==> src/rtl/ifetch_ctrl.sv <==
// Instruction-fetch controller: owns the PC, issues one instruction-bus request at a
// time and feeds decode through a registered F->D stage. ireq = {valid, addr[31:0]},
// iresp = {addr_ok, data_ok, data[31:0]}.
module ifetch_ctrl #(
    parameter logic [31:0] RESET_PC = 32'hBFC0_0000
) (
    input  logic        clk,
    input  logic        resetn,
    output logic [32:0] ireq,
    input  logic [33:0] iresp,
    output logic [31:0] pc_o,
    input  logic [31:0] next_pc,
    input  logic        stall,
    input  logic        flush,
    input  logic [31:0] flush_pc,
    output logic        valid_d,
    output logic [31:0] instr_d,
    output logic [31:0] pc_d,
    output logic [1:0]  state_dbg
);

    typedef enum logic [1:0] {
        S_REQ  = 2'd0,
        S_WAIT = 2'd1,
        S_HOLD = 2'd2
    } state_t;

    state_t      state, state_n;
    logic [31:0] pc, pc_n;
    logic [31:0] req_addr, req_addr_n;
    logic [31:0] buf_instr, buf_instr_n;
    logic [31:0] buf_pc, buf_pc_n;
    logic [31:0] instr_d_n, pc_d_n;
    logic        discard, discard_n;
    logic        valid_d_n;
    logic        take, from_buf;
    logic        addr_ok, data_ok;
    logic [31:0] data;

    assign {addr_ok, data_ok, data} = iresp;
    assign ireq      = {(state == S_REQ) && resetn, req_addr};
    assign pc_o      = pc;
    assign state_dbg = state;

    always_comb begin
        state_n     = state;
        pc_n        = pc;
        req_addr_n  = req_addr;
        discard_n   = discard;
        buf_instr_n = buf_instr;
        buf_pc_n    = buf_pc;
        valid_d_n   = stall ? valid_d : 1'b0;
        instr_d_n   = instr_d;
        pc_d_n      = pc_d;
        take        = 1'b0;
        from_buf    = 1'b0;

        // A flushed or previously discarded return is dropped instead of taken.
        case (state)
            S_REQ: begin
                if (addr_ok) begin
                    if (!data_ok) begin
                        state_n = S_WAIT;
                        if (flush) discard_n = 1'b1;
                    end else if (discard || flush) begin
                        discard_n = 1'b0;
                        state_n   = S_REQ;
                    end else begin
                        take = 1'b1;
                    end
                end else if (flush) begin
                    discard_n = 1'b1;
                end
            end
            S_WAIT: begin
                if (data_ok) begin
                    if (discard || flush) begin
                        discard_n = 1'b0;
                        state_n   = S_REQ;
                    end else begin
                        take = 1'b1;
                    end
                end else if (flush) begin
                    discard_n = 1'b1;
                end
            end
            S_HOLD: begin
                if (flush) begin
                    state_n = S_REQ;
                end else if (!stall) begin
                    from_buf = 1'b1;
                    state_n  = S_REQ;
                end
            end
            default: state_n = S_REQ;
        endcase

        if (take) begin
            if (stall) begin
                buf_instr_n = data;
                buf_pc_n    = req_addr;
                state_n     = S_HOLD;
            end else begin
                valid_d_n = 1'b1;
                instr_d_n = data;
                pc_d_n    = req_addr;
                pc_n      = next_pc;
                state_n   = S_REQ;
            end
        end

        if (from_buf) begin
            valid_d_n = 1'b1;
            instr_d_n = buf_instr;
            pc_d_n    = buf_pc;
            pc_n      = next_pc;
        end

        if (flush) begin
            valid_d_n = 1'b0;
            pc_n      = flush_pc;
        end

        // A fresh request starts whenever REQ is (re)entered; an unaccepted one keeps its address.
        if (state_n == S_REQ && (state != S_REQ || addr_ok)) req_addr_n = pc_n;
    end

    always_ff @(posedge clk or negedge resetn) begin
        if (!resetn) begin
            state     <= S_REQ;
            pc        <= RESET_PC;
            req_addr  <= RESET_PC;
            discard   <= 1'b0;
            buf_instr <= 32'h0;
            buf_pc    <= 32'h0;
            valid_d   <= 1'b0;
            instr_d   <= 32'h0;
            pc_d      <= 32'h0;
        end else begin
            state     <= state_n;
            pc        <= pc_n;
            req_addr  <= req_addr_n;
            discard   <= discard_n;
            buf_instr <= buf_instr_n;
            buf_pc    <= buf_pc_n;
            valid_d   <= valid_d_n;
            instr_d   <= instr_d_n;
            pc_d      <= pc_d_n;
        end
    end

endmodule

==> config.mk <==
export PLATFORM = sky130hd
export DESIGN_NAME = ifetch_ctrl
export DESIGN_NICKNAME = d
export VERILOG_FILES = /design/src/rtl/ifetch_ctrl.sv
export SDC_FILE = /design/constraint.sdc
export NUM_CORES = 1
export LEC_CHECK = 0
export CORE_ASPECT_RATIO = 1.75
export CORE_MARGIN = 10
export CORE_UTILIZATION = 50
export CTS_BUF_LIST = sky130_fd_sc_hd__clkbuf_16
export DETAILED_ROUTE_END_ITERATION = 10
export PLACE_DENSITY = 0.82
export REMOVE_ABC_BUFFERS = 1
export SKIP_CTS_REPAIR_TIMING = 1
export SLEW_MARGIN = 20
export SYNTH_ARGS = -nofsm -noshare
export SYNTH_HDL_FRONTEND = slang
export SYNTH_SLANG_ARGS = --single-unit
==> constraint.sdc <==
create_clock -name clk -period 5.6 [get_ports clk]
set_clock_uncertainty 0.15 [all_clocks]
set_input_delay 1.12 -clock clk [delete_from_list [all_inputs] [get_ports clk]]
set_output_delay 1.12 -clock clk [all_outputs]
set_load 0.03 [all_outputs]
==> out/metrics.yaml <==
critPathTopFamily: "buffers and inverters"
yosysMostFrequentCell: "dfrtp_1"
peakVddDrop_mv: 0.2318
antenna_found_initial: 0
place.gp.congestion: 0.7680
powerDensity_mw_per_mm2: 428.7
via_per_inst: 5.301
hold_path.startpoint: "pc_d[21]$_DFFE_PN0P_"
r2r_cells: 5
grt_first_pass_wirelength_um: 38270
instances_no_fill: 1179
dp.cells: 1147
finalWorstSetupSlack_ps: 1748
hold_class: "register to register"
crit_buf_inv: 2
cts-root-buf: "clkbuf_16"
clk_path_buf_depth: 2
die_height_um: 197.7
yosys.area.top_type: "dfrtp_1"
crit_type: "input port to output port"
synth_edf_count: 0
ctsHtreeMaxLevel: 4
period_share_pct: 68.79
drv_cap: 0
pre_cts_ws_ps: 1635
period_minus_slack_ps: 3852
r2r-end: "pc_d[10]$_DFFE_PN0P_"
cpPeakStageDelay_ps: 770
endpoint_kind: "output port"
worst_pin_slew_ps: 963.9
tns_ps: 0
multi_input_area_mm2: 0.003608
rows: 65
coreArea_mm2: 0.01789
final_area_mm2: 0.01196
post-route-util_pct: 66.85
hold_slack_ps: 329.4
cp_slowest_cell: "clkdlybuf4s50_1"
async_reset_ff_share_pct: 100.0
dieWidth_um: 121.5
fin_nets: 1034
synth_area_leaders: "dfrtp_1, mux2i_1, mux2_4, dfstp_2, o21ai_0"
cts_tree: "yes"
drive_above_1_share_pct: 14.07
drv_slew: 0
grt_pass1_vias: 6905
die_area_mm2: 0.02403
rsz0062_at_grt: "false"
grt-ovfl-total: 0
antenna_cells: 0
drt_iter0_drc: 326
ys_seq_elements: 196
ff_latch_area_mm2: 0.004927
drc: 0
area_delta_synth_final_pct: 32.56
synth_common_cells: "dfrtp_1, mux2i_1, nand2_1, mux2_4, o21ai_0"
worstPathMaxFanout: 63
whs_endpoint: "pc_d[21]$_DFFE_PN0P_"
wl_per_cell_um: 20.10
clock_sinks: 196
worst_skew_pair.late_latency_ps: 430
arrival_ps: 2580
path_cells: "clkbuf_8 > nor3b_1 > clkdlybuf4s50_1"
synth_flop_cell: "dfrtp_1"
num_vias: 6250
netlist.area_leader.share_pct: 49.37
timing.rr.start: "state_dbg[0]$_DFF_PN0_"
dpl_cell_area_mm2: 0.01138
port_buffers: 233
crit_required_ps: 4330
r2r_slack_ps: 2820
drt_first_pass_iters: 4
syn_avg_cell_area_um2: 12.58
outcome: "complete, no violations"
nFillCells: 1340
hpwl_um: 16600
clk_pin_slew_worst_paths_ps: 80
crit_path_start_kind: "input port"
grt_max_degree: 72
yosys_warnings: 0
numCtsBuffers: 17
ant_nets: 0
grt_usage_pct: 19.98
finalHoldViolCount: 0
synth_area_mm2: 0.009022
min_path_cells: 2
start_util_pct: 50.43
synth_cells: 717
drt-total-wl_um: 23700
max_clock_freq_mhz: 259.6
max-slew-margin-rel_pct: 35.74
p_total_mw: 5.128
p_leak_nw: 5.281
io_pins: 234
ys_seq_area_share_pct: 54.61
synth.distinct_cells: 34
setup_violations: 0
[cell usage in the layout (no fill, tap or decap), types with 2 or more instances in the layout]
cell type,instances
a21oi_1,3
buf_4,13
bufinv_16,2
clkbuf_16,17
clkdlybuf4s50_1,231
clkinv_2,2
clkinv_4,2
dfrtp_1,178
dfstp_2,18
inv_1,35
inv_6,6
mux2_2,4
mux2_4,60
mux2i_1,128
nand2_1,65
nand2b_1,33
nand3_1,32
nor2_1,3
nor4b_4,2
o211ai_1,32
o21ai_0,58
o21ai_1,6
[cells by family (layout without fill, tap and decap cells)]
kind of cell	count (synthesis)	in the layout	share of synthesized area, %
compound gates	103	103	6.962
mux	192	192	24.68
buf+inv	83	311	5.672
flops	196	196	54.61
simple gates	143	143	8.071
[worst max path at each step]
stage,slack [ps],from,to,depth (start not counted)
2_1_floorplan,-3660,flush,instr_d[10]$_DFFE_PN0P_,4
3_3_place_gp,1710,stall,pc_d[30]$_DFFE_PN0P_,6
3_5_place_dp,1640,stall,pc_d[19]$_DFFE_PN0P_,6
4_1_cts,1730,resetn,ireq[32],3
5_1_grt,1650,resetn,ireq[32],3
6_report,1750,resetn,ireq[32],3
[worst reg2reg max path, stage by stage (launching register included)]
cell,delay [ps]
dfrtp_1,490
nor4b_4,400
buf_4,380
buf_4,740
mux2i_1,380
o21ai_0,100
[metal layers]
metal | vias to the layer above | track usage [%] | wire, µm
met4 | 0 | 8.337 | 751
met3 | 33 | 4.192 | 1072
met2 | 155 | 35.76 | 13090
met1 | 3147 | 22.19 | 8788
li1 | 2915 | - | -
met5 | - | 0 | 0
[state kept, by name, indices dropped and copies added, names as in the netlist]
name and cells:
buf_instr 32, discard 1, pc_o 32, req_addr 32, valid_d 1, pc_d 32
state_dbg 2, instr_d 32, buf_pc 32
[power breakdown]
part           switching (mW)  total [mW]  leakage (nW)  internal [mW]
clock                   0.558        1.22         0.288          0.665
sequential              0.269        2.12          2.41           1.85
combinational           0.947        1.79          2.58          0.842
[layout make-up]
class / count / share of cell area (%)
inverters: 34 / 1.067
multi-input cells: 438 / 30.17
well taps: 234 / 2.448
clock buffers: 17 / 3.557
clock inverters: 15 / 1.297
flip-flops and latches: 196 / 41.20
repair buffers: 245 / 20.26
No activity file was read; power rests on OpenSTA's default activity.
